<file path="src/rtl/instr_loader_pkg.sv">
// Shared types and constants for the instruction loader and the sequencer load chain.
// Holds the header layout and its unpack helper, the loader state encoding and the default widths.
package instr_loader_pkg;

   localparam int INSTR_DATA_WIDTH_DEF = 32;
   localparam int INSTR_ADDR_WIDTH_DEF = 6;
   localparam int INSTR_HOPS_WIDTH_DEF = 4;

   localparam int SEQ_NUM_SEQUENCERS = 1 << INSTR_HOPS_WIDTH_DEF;
   localparam int SEQ_IRAM_DEPTH     = 1 << INSTR_ADDR_WIDTH_DEF;

   typedef struct packed {
      logic [3:0] hops;
      logic [5:0] base;
      logic [5:0] cnt_m1;
      logic       start;
   } instr_hdr_t;

   typedef enum logic [1:0] {
      IDLE = 2'd0,
      LOAD = 2'd1,
      CALL = 2'd2,
      RUN  = 2'd3
   } ld_state_t;

   // Takes header bits [31:15]; the remaining low bits carry no meaning.
   function automatic instr_hdr_t unpack_hdr(input logic [16:0] hi);
      instr_hdr_t h;
      h.hops   = hi[16:13];
      h.base   = hi[12:7];
      h.cnt_m1 = hi[6:1];
      h.start  = hi[0];
      return h;
   endfunction

endpackage

</file>
<file path="src/rtl/instr_loader_load_chain_reg.sv">
// Output register stage of the instruction load chain.
// Data, address and hops are forced to zero in any cycle without a strobe.
import instr_loader_pkg::*;

module load_chain_reg #(
   parameter int DATA_WIDTH = INSTR_DATA_WIDTH_DEF,
   parameter int ADDR_WIDTH = INSTR_ADDR_WIDTH_DEF,
   parameter int HOPS_WIDTH = INSTR_HOPS_WIDTH_DEF
) (
   input  logic                  clk,
   input  logic                  rst_n,
   input  logic                  i_en,
   input  logic [DATA_WIDTH-1:0] i_data,
   input  logic [ADDR_WIDTH-1:0] i_addr,
   input  logic [HOPS_WIDTH-1:0] i_hops,
   output logic                  o_en,
   output logic [DATA_WIDTH-1:0] o_data,
   output logic [ADDR_WIDTH-1:0] o_addr,
   output logic [HOPS_WIDTH-1:0] o_hops
);

   logic                  r_en;
   logic [DATA_WIDTH-1:0] r_data;
   logic [ADDR_WIDTH-1:0] r_addr;
   logic [HOPS_WIDTH-1:0] r_hops;

   always_ff @(posedge clk or negedge rst_n) begin
      if (!rst_n) begin
         r_en   <= 1'b0;
         r_data <= '0;
         r_addr <= '0;
         r_hops <= '0;
      end else begin
         r_en   <= i_en;
         r_data <= i_en ? i_data : '0;
         r_addr <= i_en ? i_addr : '0;
         r_hops <= i_en ? i_hops : '0;
      end
   end

   assign o_en   = r_en;
   assign o_data = r_data;
   assign o_addr = r_addr;
   assign o_hops = r_hops;

endmodule

</file>
<file path="src/rtl/instr_loader.sv">
// Streams a header-described packet of instruction words onto the sequencer load chain,
// then optionally starts the sequencers and waits for their return pulse.
import instr_loader_pkg::*;

module instr_loader #(
   parameter int INSTR_DATA_WIDTH = INSTR_DATA_WIDTH_DEF,
   parameter int INSTR_ADDR_WIDTH = INSTR_ADDR_WIDTH_DEF,
   parameter int INSTR_HOPS_WIDTH = INSTR_HOPS_WIDTH_DEF
) (
   input  logic                        clk,
   input  logic                        rst_n,
   input  logic [INSTR_DATA_WIDTH-1:0] s_data,
   input  logic                        s_valid,
   output logic                        s_ready,
   output logic [INSTR_DATA_WIDTH-1:0] instr_load_data_out,
   output logic [INSTR_ADDR_WIDTH-1:0] instr_load_addr_out,
   output logic [INSTR_HOPS_WIDTH-1:0] instr_load_hops_out,
   output logic                        instr_load_en_out,
   output logic                        call,
   input  logic                        ret,
   output logic                        busy,
   output logic [INSTR_ADDR_WIDTH:0]   words_loaded
);

   ld_state_t                   r_state;
   ld_state_t                   w_state_next;
   logic [INSTR_HOPS_WIDTH-1:0] r_hops;
   logic [INSTR_ADDR_WIDTH-1:0] r_base;
   logic [INSTR_ADDR_WIDTH-1:0] r_cnt_m1;
   logic                        r_start;
   logic [INSTR_ADDR_WIDTH:0]   r_words;
   logic                        r_call;

   instr_hdr_t                  w_hdr;
   logic                        w_ready;
   logic                        w_xfer;
   logic                        w_emit;
   logic                        w_last;
   logic [INSTR_ADDR_WIDTH-1:0] w_addr;

   assign w_hdr  = unpack_hdr(s_data[31:15]);
   assign w_xfer = s_valid && w_ready;
   assign w_emit = w_xfer && (r_state == LOAD);
   assign w_last = (r_words[INSTR_ADDR_WIDTH-1:0] == r_cnt_m1);
   // Address wraps naturally in the iram address width.
   assign w_addr = r_base + r_words[INSTR_ADDR_WIDTH-1:0];

   always_comb begin
      w_state_next = r_state;
      w_ready      = 1'b0;
      case (r_state)
         IDLE: begin
            w_ready = 1'b1;
            if (w_xfer) w_state_next = LOAD;
         end
         LOAD: begin
            w_ready = 1'b1;
            if (w_xfer && w_last) w_state_next = r_start ? CALL : IDLE;
         end
         CALL: w_state_next = RUN;
         RUN: begin
            if (ret) w_state_next = IDLE;
         end
         default: w_state_next = IDLE;
      endcase
   end

   always_ff @(posedge clk or negedge rst_n) begin
      if (!rst_n) begin
         r_state  <= IDLE;
         r_hops   <= '0;
         r_base   <= '0;
         r_cnt_m1 <= '0;
         r_start  <= 1'b0;
         r_words  <= '0;
         r_call   <= 1'b0;
      end else begin
         r_state <= w_state_next;
         // The pulse lands one cycle after CALL so it never overlaps the final strobe.
         r_call  <= (r_state == CALL);
         if (w_xfer && (r_state == IDLE)) begin
            r_hops   <= w_hdr.hops;
            r_base   <= w_hdr.base;
            r_cnt_m1 <= w_hdr.cnt_m1;
            r_start  <= w_hdr.start;
            r_words  <= '0;
         end else if (w_emit) begin
            r_words <= r_words + 1'b1;
         end
      end
   end

   load_chain_reg #(
      .DATA_WIDTH (INSTR_DATA_WIDTH),
      .ADDR_WIDTH (INSTR_ADDR_WIDTH),
      .HOPS_WIDTH (INSTR_HOPS_WIDTH)
   ) u_chain (
      .clk    (clk),
      .rst_n  (rst_n),
      .i_en   (w_emit),
      .i_data (s_data),
      .i_addr (w_addr),
      .i_hops (r_hops),
      .o_en   (instr_load_en_out),
      .o_data (instr_load_data_out),
      .o_addr (instr_load_addr_out),
      .o_hops (instr_load_hops_out)
   );

   assign s_ready      = w_ready;
   assign call         = r_call;
   assign busy         = (r_state != IDLE);
   assign words_loaded = r_words;

endmodule

</file>
<file path="config.mk">
export PLATFORM = sky130hd
export DESIGN_NAME = instr_loader
export DESIGN_NICKNAME = d
export VERILOG_FILES = /design/src/rtl/instr_loader_pkg.sv /design/src/rtl/instr_loader_load_chain_reg.sv /design/src/rtl/instr_loader.sv
export SDC_FILE = /design/constraint.sdc
export NUM_CORES = 1
export LEC_CHECK = 0
export BUFFER_PORTS_ARGS = -buffer_cell sky130_fd_sc_hd__buf_2
export CAP_MARGIN = 30
export CORE_MARGIN = 1
export CORE_UTILIZATION = 52
export CTS_BUF_LIST = sky130_fd_sc_hd__clkbuf_2
export DETAILED_ROUTE_END_ITERATION = 16
export GPL_TIMING_DRIVEN = 0
export PLACE_DENSITY_LB_ADDON = 0.2
export SLEW_MARGIN = 20
export SYNTH_ARGS = -nofsm -noshare
export SYNTH_HDL_FRONTEND = slang
export SYNTH_SLANG_ARGS = --single-unit
export TNS_END_PERCENT = 5
</file>
<file path="constraint.sdc">
create_clock -name clk -period 2.4 [get_ports clk]
set_input_delay 0.48 -clock clk [delete_from_list [all_inputs] [get_ports clk]]
set_output_delay 0.48 -clock clk [all_outputs]
set_load 0.01 [all_outputs]
</file>
==> impl_metrics.tcl <==
set metrics [dict create \
    status "finished clean" \
    pin_count_of_the_biggest_net_entering_global_routing 43 \
    grt_pass1_wl_mm 7.76 \
    post_cts.resized_instances 0 \
    swShare 0.359 \
    finalHoldViolCount 0 \
    max_slew.worst_pin.slew_ps 454 \
    period_minus_slack_ps 1900 \
    groute.usage.overall 0.196 \
    cp_arrival_ps 2270 \
    clock_tree.buffer_depth 2 \
    globalRouteOverflowTotal 0 \
    fp.dieW_um 74.4 \
    fmaxAchievable_ghz 0.527 \
    ys.flop_type "sky130_fd_sc_hd__dfrtp_1" \
    ys_async_sr_fraction 1.00 \
    nNetsFinal 348 \
    initial_core_util 0.559 \
    io_buffers 88 \
    power_density_mw_per_mm2 1090 \
    max_slew_margin 0.695 \
    dpl_wire_length_mm 3.53 \
    final_ant_viol_nets 0 \
    detail_route.wl_per_cell_um 12.8 \
    detail_route.vias_per_cell 4.72 \
    power.sequential.fraction 0.484 \
    rr_endpoint "u_chain.o_addr[4]" \
    area_growth_syn_to_layout_pct 23.5 \
    finalCritPeriodShare 0.790 \
    timing.hold.worst_path_depth 2 \
    die_y_um 74.4 \
    worst_setup_path_startpoint "words_loaded[0]" \
    synth_cell_type_count 34 \
    synth_area_per_cell_um2 13.4 \
    cts_tree "built" \
    sequential_area_share_after_synthesis 0.642 \
    cts_htree_levels 3 \
    rows 25 \
    synth.net_count 247 \
    max_cap_check_violation_count 0 \
    synth.top_cell.area_share 0.642 \
    ys.warnings.count 0 \
    layout-drive-gt1-share 0.371 \
    whs_endpoint "u_chain.o_data[0]" \
    final.hold.worst_slack_ps 178 \
    totalNegativeSetupSlack_ps 0 \
    regArea_mm2 0.00175 \
    comb_power_share 0.371 \
    power_spent_charging_and_discharging_nets_mw 1.31 \
    cts.sinks 70 \
    synthCells 204 \
    internal_power_mw 2.34 \
    synthesis.area_mm2 0.00273 \
    drt_first_iter_violations 81 \
    antenna_found_initial 0 \
    ir_worst_vdd_mv 0.719 \
    min_from "s_data[0]" \
    floorplan.core_area_mm2 0.00488 \
    utilization 0.690 \
    worst_clock_skew_ps 13.7 \
    required_ps 2780 \
    rr_startpoint "words_loaded[0]" \
    clkSlewWorstSetupHoldPaths_ps 190 \
    detail_route.drc_violations 0 \
    drtPass1Iterations 4 \
    leakage_power_nw 1.75 \
    synth.largest_area_cell "sky130_fd_sc_hd__dfrtp_1" \
    detail_route.wirelength_mm 4.81 \
    endpoint_kind "register" \
    reg2reg_slack_ps 500 \
    number_of_enable_type_register_cells_in_the_synthesized_netlist 0 \
    gp_congestion 0.792 \
    unrepaired_setup_endpoints_after_global_routing "false" \
    clk_latency_ps 490 \
    clk_network_pwr_share 0.146 \
    num_io_pins 89 \
    slew_viol_final 0 \
    min_path_type "in2reg" \
    cts_made_buffers 9 \
    detailroute.via_count 1779 \
    ys_top_cells_by_area "sky130_fd_sc_hd__dfrtp_1, sky130_fd_sc_hd__and2_1, sky130_fd_sc_hd__mux2_1, sky130_fd_sc_hd__ha_1, sky130_fd_sc_hd__xnor2_1" \
    nFillCells 393 \
    clock-root-buffer "sky130_fd_sc_hd__clkbuf_2" \
    grt_pass1_vias 1661 \
    antenna_cells 0 \
    most_used_standard_cell_by_instance_count_after_synthesis "sky130_fd_sc_hd__dfrtp_1" \
    finalSetupViolCount 0 \
    timing_worst_setup_path_type "reg2reg" \
    multiInputGateArea_um2 923 \
    timing.reg2reg.worst_path_depth 6 \
    critical_path.max_fanout 7 \
    synth_common_cells "sky130_fd_sc_hd__dfrtp_1, sky130_fd_sc_hd__and2_1, sky130_fd_sc_hd__mux2_1, sky130_fd_sc_hd__nand2_1" \
    die_area_mm2 0.00554 \
    synth.ff_latch_count 70 \
    critical_path.startpoint_type "register" \
]
[power by group through the flow]
stage / sequential (mW) / combinational, mW / clock [mW]
after floorplan: 1.87 / 0.826 / 0
after global placement: 1.80 / 1.33 / 0
after detailed placement: 1.80 / 1.37 / 0
after CTS: 1.77 / 1.38 / 0.556
after global routing: 1.83 / 1.53 / 0.599
final: 1.77 / 1.36 / 0.532
[cell type report]
type                    instances  area share
multi-input cells             124       0.274
clock inverters                 4     0.00706
repair buffers                 90       0.140
well taps                      67      0.0249
flip-flops and latches         70       0.520
inverters                       3     0.00334
clock buffers                  12      0.0178
plain buffers                   7      0.0123
[worst max-delay path by stage]
| stage | to | slack (ps) | cells past startpoint |
|---|---|---|---|
| 3_3_place_gp | u_chain.o_addr[4] | 500 | 6 |
| 3_5_place_dp | u_chain.o_addr[4] | 520 | 6 |
| 6_report | u_chain.o_addr[4] | 500 | 6 |
| 4_1_cts | u_chain.o_addr[4] | 500 | 6 |
| 2_1_floorplan | u_chain.o_addr[4] | 630 | 6 |
| 5_1_grt | u_chain.o_addr[4] | 370 | 6 |
[layout by cell type (no fill, tap or decap), types with 2 or more instances in the layout]
master / synthesis / final
sky130_fd_sc_hd__nor2_1: 8 / 8
sky130_fd_sc_hd__clkbuf_1: 4 / 4
sky130_fd_sc_hd__nand3_1: 3 / 3
sky130_fd_sc_hd__and2_1: 38 / 38
sky130_fd_sc_hd__mux2_1: 17 / 17
sky130_fd_sc_hd__buf_4: 2 / 3
sky130_fd_sc_hd__mux2i_1: 2 / 2
sky130_fd_sc_hd__a21oi_1: 3 / 3
sky130_fd_sc_hd__inv_2: 3 / 3
sky130_fd_sc_hd__a21o_1: 3 / 3
sky130_fd_sc_hd__xor2_1: 3 / 3
sky130_fd_sc_hd__xnor2_1: 6 / 6
sky130_fd_sc_hd__clkinvlp_4: 0 / 2
sky130_fd_sc_hd__o21ai_1: 8 / 8
sky130_fd_sc_hd__dfrtp_1: 70 / 70
sky130_fd_sc_hd__buf_2: 0 / 87
sky130_fd_sc_hd__ha_1: 6 / 6
sky130_fd_sc_hd__clkbuf_2: 0 / 12
sky130_fd_sc_hd__nand2_1: 10 / 10
[sequential cells by signal (all words and copies together) (netlist names), 4 cells and up, named ones only]
name            cells
r_base              6
r_cnt_m1            6
r_hops              4
u_chain.o_addr      6
u_chain.o_data     32
u_chain.o_hops      4
words_loaded        7
[metrics by stage]
stage,std cells,area [um^2],power [mW],worst slack (ps)
final,377,3370,3.66,504
after global placement,359,3250,3.13,503
after floorplan,204,2730,2.69,626
after CTS,377,3370,3.71,498
after detailed placement,360,3270,3.17,519
after global routing,377,3370,3.96,374
[critical path: stages, from the launching register on]
cell                      delay [ps]
sky130_fd_sc_hd__dfrtp_1         520
sky130_fd_sc_hd__ha_1            300
sky130_fd_sc_hd__fa_1            410
sky130_fd_sc_hd__a21o_1          190
sky130_fd_sc_hd__a21oi_1         160
sky130_fd_sc_hd__xor2_1          170
sky130_fd_sc_hd__nor2_1           60
[logic make-up (layout without fill, tap and decap cells)]
logic type               after synthesis  count (layout)  share of synthesized area
AO/OA/AOI/OAI                         23              23                     0.0592
flip-flops                            70              70                      0.642
XOR/XNOR                               9               9                     0.0289
AND/OR/NAND/NOR                       66              66                      0.138
buffers and inverters                 10             116                     0.0193
multiplexers                          19              19                     0.0775
adder cells (fa/ha/maj)                7               7                     0.0349
[routing by layer]
layer,vias to the layer above,GRT usage,part of all wire
li1,882,-,-
met1,831,0.258,0.46
met2,57,0.289,0.46
met3,9,0.0569,0.058
met4,0,0.113,0.022
met5,-,0,0
[what timing repair did]
| item | CTS | global route |
|---|---|---|
| hold buffers | 1 | 0 |
| buffers inserted | 0 | 0 |
| endpoints found under the hold margin | 28 | 0 |
Power figures use the tool's default switching activity.
